<file path="config.mk">
export PLATFORM = sky130hd
export DESIGN_NAME = mio_bus_responder
export DESIGN_NICKNAME = d
export VERILOG_FILES = /design/src/rtl/mio_bus_responder_pkg.sv /design/src/rtl/mio_timer.sv /design/src/rtl/mio_bus_responder.sv
export SDC_FILE = /design/constraint.sdc
export NUM_CORES = 1
export LEC_CHECK = 0
export BUFFER_PORTS_ARGS = -buffer_cell sky130_fd_sc_hd__clkbuf_2
export CAP_MARGIN = 20
export CORE_MARGIN = 4
export CORE_UTILIZATION = 35
export DETAILED_ROUTE_END_ITERATION = 12
export HOLD_SLACK_MARGIN = 0.06
export PLACE_DENSITY = 0.58
export SLEW_MARGIN = 20
export SYNTH_ARGS = -nofsm -noshare
export SYNTH_HDL_FRONTEND = slang
export SYNTH_HIERARCHICAL = 1
export SYNTH_SLANG_ARGS = --single-unit
</file>
<file path="constraint.sdc">
create_clock -name clk -period 4.8 [get_ports clk]
set_input_delay 0.96 -clock clk [delete_from_list [all_inputs] [get_ports clk]]
set_output_delay 0.96 -clock clk [all_outputs]
set_load 0.03 [all_outputs]
</file>
<file path="src/rtl/mio_bus_responder_pkg.sv">
// Shared address map, FSM encodings and decode helper for the MEM-stage
// memory/IO responder.
package mio_bus_responder_pkg;

  localparam logic [31:0] MIO_LED_ADDR = 32'hF000_0000;
  localparam logic [31:0] MIO_SW_ADDR  = 32'hF000_0004;
  localparam logic [31:0] MIO_TMR_ADDR = 32'hF000_0008;
  localparam logic [3:0]  MIO_IO_PAGE  = 4'hF;

  // Wide enough for RAM_LAT-1 with RAM_LAT up to 7.
  localparam int MIO_WAIT_W = 3;

  typedef enum logic [1:0] {
    MIO_IDLE  = 2'd0,
    MIO_RWAIT = 2'd1,
    MIO_DONE  = 2'd2
  } mio_state_e;

  typedef enum logic [2:0] {
    MIO_SEL_RAM  = 3'd0,
    MIO_SEL_LED  = 3'd1,
    MIO_SEL_SW   = 3'd2,
    MIO_SEL_TMR  = 3'd3,
    MIO_SEL_NONE = 3'd4
  } mio_sel_e;

  // Word-granular decode: byte-offset bits [1:0] never take part.
  function automatic mio_sel_e mio_decode(input logic [31:0] addr);
    mio_sel_e sel;
    if (addr[31:28] != MIO_IO_PAGE) begin
      sel = MIO_SEL_RAM;
    end else if (addr[31:2] == MIO_LED_ADDR[31:2]) begin
      sel = MIO_SEL_LED;
    end else if (addr[31:2] == MIO_SW_ADDR[31:2]) begin
      sel = MIO_SEL_SW;
    end else if (addr[31:2] == MIO_TMR_ADDR[31:2]) begin
      sel = MIO_SEL_TMR;
    end else begin
      sel = MIO_SEL_NONE;
    end
    return sel;
  endfunction

endpackage

</file>
<file path="src/rtl/mio_timer.sv">
// Free-running 32-bit timer; a CPU write overrides the increment for that cycle.
module mio_timer (
  input  logic        clk,
  input  logic        rst_n,
  input  logic        we,
  input  logic [31:0] wdata,
  output logic [31:0] count
);

  logic [31:0] count_q;
  logic [31:0] count_d;

  always_comb begin
    count_d = count_q + 32'd1;
    if (we) begin
      count_d = wdata;
    end
  end

  always_ff @(posedge clk or negedge rst_n) begin
    if (!rst_n) begin
      count_q <= '0;
    end else begin
      count_q <= count_d;
    end
  end

  assign count = count_q;

endmodule

</file>
<file path="src/rtl/mio_bus_responder.sv">
// MEM-stage responder: decodes word accesses to RAM/LED/switch/timer and drives
// MIO_ready as the pipeline stall input, holding it low across RAM wait states.
module mio_bus_responder
  import mio_bus_responder_pkg::*;
#(
  parameter int RAM_AW  = 10,
  parameter int RAM_LAT = 2,
  parameter int SW_W    = 16
) (
  input  logic              clk,
  input  logic              rst_n,
  input  logic              cpu_req,
  input  logic              cpu_we,
  input  logic [31:0]       cpu_addr,
  input  logic [31:0]       cpu_wdata,
  output logic [31:0]       cpu_rdata,
  output logic              MIO_ready,
  output logic [RAM_AW-1:0] ram_addr,
  output logic [31:0]       ram_wdata,
  output logic              ram_we,
  input  logic [31:0]       ram_rdata,
  output logic [31:0]       led_out,
  input  logic [SW_W-1:0]   sw_in
);

  localparam logic [MIO_WAIT_W-1:0] WAIT_INIT = MIO_WAIT_W'(RAM_LAT - 1);

  mio_state_e             state_q, state_d;
  logic [MIO_WAIT_W-1:0]  wait_q, wait_d;
  logic [31:0]            rdata_q, rdata_d;
  logic [31:0]            led_q, led_d;
  logic [SW_W-1:0]        sw_meta_q, sw_sync_q;

  mio_sel_e               sel;
  logic                   io_start;
  logic                   tmr_we;
  logic [31:0]            tmr_count;
  logic [31:0]            io_rdata;
  logic                   unused_addr_lsb;

  assign unused_addr_lsb = ^cpu_addr[1:0];

  assign sel      = mio_decode(cpu_addr);
  assign io_start = (state_q == MIO_IDLE) && cpu_req && (sel != MIO_SEL_RAM);
  assign tmr_we   = io_start && cpu_we && (sel == MIO_SEL_TMR);

  mio_timer u_timer (
    .clk   (clk),
    .rst_n (rst_n),
    .we    (tmr_we),
    .wdata (cpu_wdata),
    .count (tmr_count)
  );

  // Peripheral read mux; the timer contributes its value before this edge.
  always_comb begin
    io_rdata = '0;
    case (sel)
      MIO_SEL_LED: io_rdata = led_q;
      MIO_SEL_SW:  io_rdata = 32'(sw_sync_q);
      MIO_SEL_TMR: io_rdata = tmr_count;
      default:     io_rdata = '0;
    endcase
  end

  always_comb begin
    state_d   = state_q;
    wait_d    = wait_q;
    rdata_d   = rdata_q;
    led_d     = led_q;
    ram_we    = 1'b0;
    MIO_ready = 1'b0;
    case (state_q)
      MIO_IDLE: begin
        if (!cpu_req) begin
          MIO_ready = 1'b1;
        end else if (sel == MIO_SEL_RAM) begin
          if (cpu_we) begin
            ram_we  = 1'b1;
            state_d = MIO_DONE;
          end else begin
            wait_d  = WAIT_INIT;
            state_d = MIO_RWAIT;
          end
        end else begin
          if (cpu_we) begin
            if (sel == MIO_SEL_LED) begin
              led_d = cpu_wdata;
            end
          end else begin
            rdata_d = io_rdata;
          end
          state_d = MIO_DONE;
        end
      end
      // A dropped cpu_req here is a flush; the read still runs to completion.
      MIO_RWAIT: begin
        if (wait_q == '0) begin
          rdata_d = ram_rdata;
          state_d = MIO_DONE;
        end else begin
          wait_d = wait_q - 1'b1;
        end
      end
      MIO_DONE: begin
        MIO_ready = 1'b1;
        state_d   = MIO_IDLE;
      end
      default: begin
        state_d = MIO_IDLE;
      end
    endcase
  end

  always_ff @(posedge clk or negedge rst_n) begin
    if (!rst_n) begin
      state_q   <= MIO_IDLE;
      wait_q    <= '0;
      rdata_q   <= '0;
      led_q     <= '0;
      sw_meta_q <= '0;
      sw_sync_q <= '0;
    end else begin
      state_q   <= state_d;
      wait_q    <= wait_d;
      rdata_q   <= rdata_d;
      led_q     <= led_d;
      sw_meta_q <= sw_in;
      sw_sync_q <= sw_meta_q;
    end
  end

  assign cpu_rdata = rdata_q;
  assign ram_addr  = cpu_addr[RAM_AW+1:2];
  assign ram_wdata = cpu_wdata;
  assign led_out   = led_q;

endmodule

</file>
# Word-level counts from Yosys, hierarchy flattened

Cells that the tools add are included.

Add/subtract/negate cells: 2
Eq/ne operators: 15
Multiplexer cells: 27
Bitwise gates (word level): 1
Reductions and logical operators: 13

Operators with widths:

| kind                                                | count |
|---|---|
| 2-to-1 mux 32 bit                                   | 5 |
| case mux 32 bit (3 select lines)                    | 1 |
| equality test 30 bit, second input constant         | 3 |
| case mux 32 bit (2 select lines)                    | 1 |
| adder 32 x 1 -> 32 bit, second input constant       | 1 |
| 2-to-1 mux 3 bit                                    | 8 |
| AND reduction 5 bit                                 | 3 |
| != test 2 bit, second input constant                | 5 |
| 2-to-1 mux 2 bit                                    | 4 |
| equality test 3 x 2 -> 1 bit, second input constant | 2 |
| logical NOT 3 bit                                   | 2 |
| case mux 3 bit (2 select lines)                     | 1 |
| 2-to-1 mux 1 bit                                    | 5 |
| logical AND 1 bit                                   | 4 |
| != test 4 bit, second input constant                | 1 |
| case mux 2 bit (2 select lines)                     | 1 |
| equality test 3 x 1 -> 1 bit, second input constant | 1 |
| nonzero test 3 bit                                  | 1 |
| subtractor 3 x 1 -> 3 bit, second input constant    | 1 |
| equality test 2 x 1 -> 1 bit, second input constant | 1 |
| equality test 2 bit, second input constant          | 1 |
| logical NOT 2 bit                                   | 1 |
| != test 2 x 1 -> 1 bit, second input constant       | 1 |
| case mux 1 bit (2 select lines)                     | 1 |
| 3 further kinds                                     | 3 |

Flip-flop bits (word level): 133
Bits of input ports: 116
Output and inout port bits: 108
Word-level logic and storage cells: 65

# Depth between registers and ports, before layout

Gate-level depths: netlist of run 1.

Depth after elaboration: 11
Depth in mapped cells: 8
Mapped depth without buffers: 6

# Hierarchy

Netlist of run 1, hierarchy kept.

By module, submodules not included:

| module            | instances | cells each | area an instance (um^2) | sequential area each (um^2) |
|---|---|---|---|---|
| mio_bus_responder | 1         | 403        | 4785.8                  | 2527.4 |
| mio_timer         | 1         | 205        | 1793.0                  | 800.8 |

# Worst setup path before layout of run 1

No wires, ideal clock.

Path kind: input -> register
Start point: input cpu_addr[12]
End point: register u_timer.count_q[16], in the netlist u_timer/count[16]
Library setup time: 129 ps
Arrival: 2699 ps
Data required time: 4671 ps
Setup slack: 1972 ps
Cell stages on the path: 8
Buffers on the path: 2
Path through: or4_4 > nor4_2 > and4_1 > clkbuf_1 > inv_1 > clkbuf_1 > o211ai_1 > nand3_1

Cells in the longest elaborated chain, start to end: 10
Elaborated cells between the ends (all ways): 13
Classes of those cells: 4 x eq/ne; 5 x mux; 4 x reduce/logical

RTL lines:

| what                    | line                        | text |
|---|---|---|
| start: declaration      | mio_bus_responder.sv:14     | `input logic [31:0] cpu_addr,` |
| equality test 30 bit    | mio_bus_responder_pkg.sv:36 | `end else if (addr[31:2] == MIO_TMR_ADDR[31:2]) begin` |
| 2-to-1 mux 3 bit        | mio_bus_responder_pkg.sv:36 |  |
| 2-to-1 mux 3 bit        | mio_bus_responder_pkg.sv:34 | `end else if (addr[31:2] == MIO_SW_ADDR[31:2]) begin` |
| 2-to-1 mux 3 bit *      | mio_bus_responder_pkg.sv:32 | `end else if (addr[31:2] == MIO_LED_ADDR[31:2]) begin` |
| 2-to-1 mux 3 bit *      | mio_bus_responder_pkg.sv:30 | `if (addr[31:28] != MIO_IO_PAGE) begin` |
| nonzero test 3 bit      | mio_bus_responder.sv:44     | `assign io_start = (state_q == MIO_IDLE) && cpu_req && (sel != MIO_SEL_RAM);` |
| logical AND 1 bit       | mio_bus_responder.sv:44     |  |
| logical AND 1 bit       | mio_bus_responder.sv:45     | `assign tmr_we = io_start && cpu_we && (sel == MIO_SEL_TMR);` |
| logical AND 1 bit *     | mio_bus_responder.sv:45     |  |
| via tmr_we              | mio_bus_responder.sv:36     | `logic tmr_we;` |
| 2-to-1 mux 32 bit *     | mio_timer.sv:15             | `if (we) begin` |
| via u_timer.count_d[16] | mio_timer.sv:11             | `logic [31:0] count_d;` |
| end signal: assignment  | mio_timer.sv:24             | `count_q <= count_d;` |
| end: declaration        | mio_timer.sv:10             | `logic [31:0] count_q;` |

Mark *: on every way through the listed nets, which the timed path passes. The rest lies on a longest branch.
A chain may end at the register's enable or synchronous reset.

# Worst setup path in the final report of run 1

Start point: input cpu_addr[12]
End point: register led_q[14], in the netlist led_out[14]

Cells in the longest elaborated chain, start to end: 8
Elaborated cells between the ends (all ways): 11
Classes of those cells: 4 x eq/ne; 4 x mux; 1 x bitwise; 2 x reduce/logical

RTL lines:

| what                            | line                        | text |
|---|---|---|
| equality test 30 bit            | mio_bus_responder_pkg.sv:36 |  |
| 2-to-1 mux 3 bit                | mio_bus_responder_pkg.sv:36 |  |
| 2-to-1 mux 3 bit                | mio_bus_responder_pkg.sv:34 |  |
| 2-to-1 mux 3 bit *              | mio_bus_responder_pkg.sv:32 |  |
| 2-to-1 mux 3 bit *              | mio_bus_responder_pkg.sv:30 |  |
| logical NOT 3 bit               | mio_bus_responder.sv:77     | `end else if (sel == MIO_SEL_RAM) begin` |
| NOT 1 bit (no line)             | -                           |  |
| AND reduction 5 bit (no line) * | -                           |  |
| end signal: assignment          | mio_bus_responder.sv:127    | `led_q <= led_d;` |
| end: declaration                | mio_bus_responder.sv:31     | `logic [31:0] led_q, led_d;` |

Mark *: on every way between the ends. The rest lies on a longest branch, timed or not.

==> results of run 1 <==
## kinds of logic (layout without fill, tap and decap cells)
logic type / count (synthesis) / in the layout / share of synthesized area [%]
AOI/OAI and AO/OA: 135 / 135 / 12.3
xor gates and xnor gates: 14 / 14 / 1.86
DFF: 133 / 133 / 50.6
muxes: 66 / 66 / 12.4
and+or+nand+nor: 167 / 167 / 13.5
buffers and inverters: 90 / 275 / 8.79
adders and majority gates: 3 / 3 / 0.571
## cell type report
class,count,area [um^2],area share (%)
Timing Repair Buffer,231,1190,14.6
Inverter,12,45.0,0.554
Clock buffer,18,429,5.28
Tap cell,229,287,3.52
Multi-Input combinational cell,385,2680,32.9
Clock inverter,14,179,2.20
Sequential cell,133,3330,40.9
## worst min-delay path by stage
| stage | cells after the start | slack, ns | to | from |
|---|---|---|---|---|
| after floorplan | 0 | 0.33 | sw_sync_q[0]$_DFF_PN0_ | sw_meta_q[0]$_DFF_PN0_ |
| after global placement | 0 | 0.33 | sw_sync_q[10]$_DFF_PN0_ | sw_meta_q[10]$_DFF_PN0_ |
| after detailed placement | 0 | 0.33 | sw_sync_q[0]$_DFF_PN0_ | sw_meta_q[0]$_DFF_PN0_ |
| after CTS | 0 | 0.34 | sw_sync_q[12]$_DFF_PN0_ | sw_meta_q[12]$_DFF_PN0_ |
| after global routing | 0 | 0.36 | sw_sync_q[10]$_DFF_PN0_ | sw_meta_q[10]$_DFF_PN0_ |
| final | 0 | 0.35 | sw_sync_q[7]$_DFF_PN0_ | sw_meta_q[7]$_DFF_PN0_ |
## metal layers
layer	vias up	GRT usage, %	wire, um
met5	-	0	0
met4	0	4.70	221
met3	16	4.21	847
met2	158	27.4	8310
met1	2531	23.8	8660
li1	2498	-	-
## state kept, by name, summed over array words and instances (netlist names)
| register | cells |
|---|---|
| sw_sync_q | 16 |
| state_q | 2 |
| wait_q | 3 |
| u_timer/count | 32 |
| sw_meta_q | 16 |
| led_out | 32 |
| cpu_rdata | 32 |
## stage by stage
stage	area, um^2	hold WS, ns	utilization, %	instances
floorplan	6580	0.331	-	608
detailed placement	7530	0.335	41.3	990
global route	8140	0.359	44.7	1022
CTS	8140	0.344	44.7	1022
finish	8140	0.347	44.7	1022
global placement	7530	0.332	41.3	990
## where the power goes
group / switching [uW] / internal, uW / total [uW]
clock network: 515 / 823 / 1340
logic: 594 / 265 / 860
registers: 71.6 / 1270 / 1340
total: 1180 / 2350 / 3530
## layout by cell type, fill, tap and decap left out, drive strengths merged, types with 15 or more instances in the layout
| cell | count |
|---|---|
| clkbuf | 238 |
| mux2i | 32 |
| nand2 | 59 |
| mux2 | 34 |
| a21oi | 19 |
| o21ai | 55 |
| nor2 | 33 |
| nand3 | 15 |
| or4 | 16 |
| dfrtp | 133 |
| o211ai | 34 |
## critical path: cells and delay by family
kind                   cells  cell delay, ns
buffers and inverters      2            0.43
muxes                      1            0.32
and+or+nand+nor            3            1.34
==> impl_metrics.csv, run 1 <==
group,metric,value,unit
outcome,outcome,"complete, no violations",
route,wire_per_inst,17.6,um
timing,timing.fmax,0.361,GHz
yosys,yosysMostFrequentCell,"dfrtp_1",
route,drtIter0Drc,269,
die,ios,224,
timing,period_share,57.6,%
grt,grt_pass1_wl,29.3,mm
yosys,synth.top_cell.area_share,50.6,%
grt,grt_max_degree,85,
yosys,synth_top_cells_by_count,"dfrtp_1 (133), nand2_1 (59), o21ai_0 (55)",
final_layout,area_growth_syn_to_layout,23.7,%
cts,cts.htree.levels,4,
worst_setup_path,worst_path_largest_cell_delay,0.58,ns
route,wl,18.0,mm
cts,ctsResizeCount,0,
timing,layout_setup_ws,2.03,ns
yosys,synth.net_count,727,
timing,skew,0.0136,ns
timing,setup_viol,0,
cts,clkTransAtPathRegs,0.06,ns
final_layout,finalNetCount,899,
route,ant_nets,0,
route,post-route-drc-count,0,
worst_setup_path,startpoint,"cpu_addr[12]",
cts,cts.path.max_buffers,2,
yosys,yosysTopAreaCell,"dfrtp_1",
place,dp_slack,1.60,ns
worst_setup_path,required,5.10,ns
place,port-buffer-count,221,
timing,hold_viol,0,
die,die_height,145,um
cts,cts_hold_buf,0,
worst_setup_path,crit_slowest_cell,"and4b_2",
yosys,yosys-top-cells-area,"dfrtp_1 (51%), mux2_4 (6.8%), mux2i_1 (4.9%)",
worst_setup_path,worstRegToRegCells,6,
cts,cts_root_buffer,"clkbuf_16",
yosys,async_flop_share,100,%
final_layout,nFillCells,1749,
die,core_area,0.0182,mm^2
timing,fin_crit,2.77,ns
route,via_per_inst,5.09,
yosys,seq_area_frac_synth,50.6,%
worst_setup_path,reg2reg_to,"led_out[14]$_DFFE_PN0P_",
yosys,synth-edff-count,0,
worst_setup_path,reg2reg_slack,2.29,ns
worst_setup_path,crit_end,"led_out[14]$_DFFE_PN0P_",
yosys,yosys_warnings,6,
timing,slew_headroom,38.8,%
yosys,ys_ff_latch,133,
route,vias,5203,
worst_setup_path,worstPathCellList,"clkbuf_2, or4_4, nor3_2, and4b_2, buf_4, mux2_4",
cts,cts_buffers,17,
grt,grt_pass1_vias,5340,
timing,tns,0,ns
yosys,avgSynthCellArea,10.8,um^2
worst_hold_path,min_path_type,"reg2reg",
cts,clkLatencyLatePin,0.42,ns
final_layout,diodes,0,
die,initial_core_util,36.1,%
yosys,syn_area,0.00658,mm^2
pwr,leakagePower,0.00379,uW
yosys,synth_flop_cell,"dfrtp_1",
timing,final_max_slew_viol_count,0,
worst_setup_path,cp_max_fo,12,
cts,postCtsSetupRepairBufs,0,
die,die_w,145,um
pwr,powerDensity,434,mW/mm^2
die,rows,49,
yosys,syn_inst,608,
final_layout,final_layout_size_suffix_gt1_share,39.1,%
timing,worstMarginPinSlew,0.917,ns
yosys,synth_cell_types,49,
die,die_area,0.0211,mm^2
route,firstDrtPassIters,4,
cts,cts_tree,"built",
place,dp_hpwl,13.0,mm
worst_setup_path,end_kind,"flip-flop",
worst_setup_path,r2r_start,"state_q[1]$_DFFE_PN0P_",
worst_setup_path,crit_type,"in2reg",
pwr,peakVddDrop,0.238,mV
flow_run,maxCapViolations,0,
grt,grt_usage,17.3,%
timing,rsz0062_at_grt,"false",
worst_setup_path,arrival,3.06,ns
worst_setup_path,critPathLaunchType,"input port",
place,gp_congestion,0.746,
cts,clkSinkCount,133,
pwr,power,3530,uW
grt,antenna_found_initial,0,
grt,grt.overflow.total,0,
(Power assumes the default switching activity.)
==> run 2: changes to the inputs <==
PLACE_DENSITY = 0.6   (was 0.58)
clock period = 2.3 ns   (was 4.8 ns; I/O delays follow)
==> run 2 against run 1 <==
Net effect: non-clock buffer count rose by 17; largest cell class unchanged; global-route usage shrank 0.41 points; wire length is 1.2% lower; utilization rose by 1.1 points.
==> impl_metrics.csv, run 2 (same netlist as run 1, synthesis figures left out) <==
group,metric,value,unit
grt,antenna_found_initial,0,
grt,grt_usage,16.8,%
final_layout,final_layout_size_suffix_gt1_share,40.6,%
pwr,powerDensity,883,mW/mm^2
route,firstDrtPassIters,4,
final_layout,register_area,0.00333,mm^2
final_layout,area_growth_syn_to_layout,26.6,%
worst_setup_path,critPathLaunchType,"flip-flop",
place,port-buffer-count,221,
worst_setup_path,crit_type,"reg2out",
final_layout,layout_commonest_cell,"clkbuf_2",
cts,cts_root_buffer,"clkbuf_16",
route,post-route-drc-count,0,
pwr,leakagePower,0.00390,uW
worst_setup_path,end_kind,"primary output",
die,die_height,145,um
cts,cts.htree.levels,4,
worst_hold_path,min_path_type,"in2async",
die,die_w,145,um
place,gp_congestion,0.791,
cts,clkSinkCount,133,
final_layout,finalNetCount,916,
timing,period_share,93.1,%
die,core_area,0.0182,mm^2
timing,worstMarginPinSlew,0.958,ns
cts,cts_buffers,17,
cts,cts.path.max_buffers,2,
final_layout,fin_cells,1039,
die,rows,49,
pwr,peakVddDrop,0.494,mV
timing,timing.fmax,0.467,GHz
route,ant_nets,0,
cts,clkLatencyLatePin,0.42,ns
cts,cts_tree,"built",
worst_setup_path,required,1.84,ns
timing,final_max_slew_viol_count,0,
flow_run,maxCapViolations,0,
worst_setup_path,cp_max_fo,38,
final_layout,final_cell_mix,"clkbuf_2 (220), dfrtp_1 (133), nand2_1 (59), o21ai_0 (55), o211ai_1 (34)",
place,dp_hpwl,13.1,mm
die,ios,224,
route,via_per_inst,5.07,
route,vias,5271,
final_layout,nFillCells,1745,
die,initial_core_util,36.1,%
cts,clkTransAtPathRegs,0.06,ns
worst_setup_path,arrival,1.68,ns
final_layout,diodes,0,
grt,grt_pass1_vias,5437,
route,wl,17.8,mm
route,wire_per_inst,17.2,um
place,place_area,0.00772,mm^2
final_layout,fin_area,0.00833,mm^2
timing,fin_crit,2.14,ns
worst_setup_path,crit_slowest_cell,"buf_4",
timing,rsz0062_at_grt,"false",
final_layout,finish.utilization,45.8,%
worst_setup_path,path_delay_family,"buffers and inverters",
worst_setup_path,startpoint,"state_q[1]$_DFFE_PN0P_",
timing,holdWs,0.111,ns
timing,hold_viol,0,
final_layout,multi_input_area,0.00269,mm^2
grt,grt_max_degree,134,
place,dp.cells,1007,
route,drtIter0Drc,183,
die,die_area,0.0211,mm^2
cts,cts_hold_buf,0,
grt,grt_pass1_wl,28.7,mm
worst_setup_path,worst_path_largest_cell_delay,0.40,ns
timing,setup_viol,0,
timing,skew,0.00873,ns
timing,slew_headroom,36.0,%
grt,grt.overflow.total,0,
worst_setup_path,worstPathCellList,"buf_4, inv_1, a21oi_1, clkbuf_2",
worst_setup_path,r2r_start,"u_timer/count[0]$_DFF_PN0_",
worst_setup_path,path_buf_inv,3,
outcome,outcome,"complete, no violations",
==> run 2: cell count changes in the layout (fill, tap and decap cells not counted), sizes merged <==
cell      delta
buf         +17
inv          +4
clkinv       -2
bufinv       -1
clkinvlp     -1
==> run 2: layer usage <==
| layer | part of all wire (%) | vias up | global-route usage [%] |
|---|---|---|---|
| met3 | 6.1 | 17 | 4.46 |
| li1 | - | 2530 | - |
| met1 | 44 | 2547 | 21.9 |
| met2 | 48 | 177 | 28.0 |
| met4 | 1.4 | 0 | 4.56 |
| met5 | 0 | - | 0 |
==> run 2: timing repair <==
action,4_1_cts,5_1_grt
endpoints found under the setup margin,0,1
resized for setup,0,1
buffers inserted,0,0
hold endpoints to repair,0,0
==> run 2: cell type report <==
class | count | area share [%]
multi-input cells | 385 | 32.3
inverters | 12 | 0.541
clock inverters | 14 | 1.98
flip-flops and latches | 133 | 40.0
clock buffers | 18 | 5.27
well taps | 229 | 3.44
repair buffers | 248 | 16.5
==> run 2: worst reg2reg max path: stages (launching register included) <==
cell and delay, ns:
dfrtp_1 0.35, ha_1 0.29, nand4_4 0.13, buf_4 0.18
or4_1 0.58, or3_1 0.35, a31oi_1 0.17
==> run 2: final timing paths <==
path	endpoint	slack (ns)	cells past startpoint
min in group clk	sw_meta_q[13]$_DFF_PN0_	0.14	1
max	MIO_ready	0.16	4
max reg2reg	u_timer/count[18]$_DFF_PN0_	0.17	6
min	sw_meta_q[15]$_DFF_PN0_	0.11	2
min reg2reg	sw_sync_q[8]$_DFF_PN0_	0.35	0
max in group asynchronous	state_q[0]$_DFFE_PN0P_	1.63	2
==> run 2: per-stage QoR <==
step	TNS (ns)	total power [uW]	setup slack, ns
2_1_floorplan	0	4010	0.0620
3_3_place_gp	-0.00973	4610	-0.00973
3_5_place_dp	-0.0117	4650	-0.0117
4_1_cts	0	7440	0.0603
5_1_grt	0	7700	0.0177
6_report	0	7350	0.159
==> run 2: report_power, final <==
part / switching, uW / leakage [uW] / internal (uW)
Sequential: 149 / 0.00172 / 2640
Combinational: 1220 / 0.00189 / 563
Clock: 1120 / 0.000290 / 1660
Total: 2490 / 0.00390 / 4860
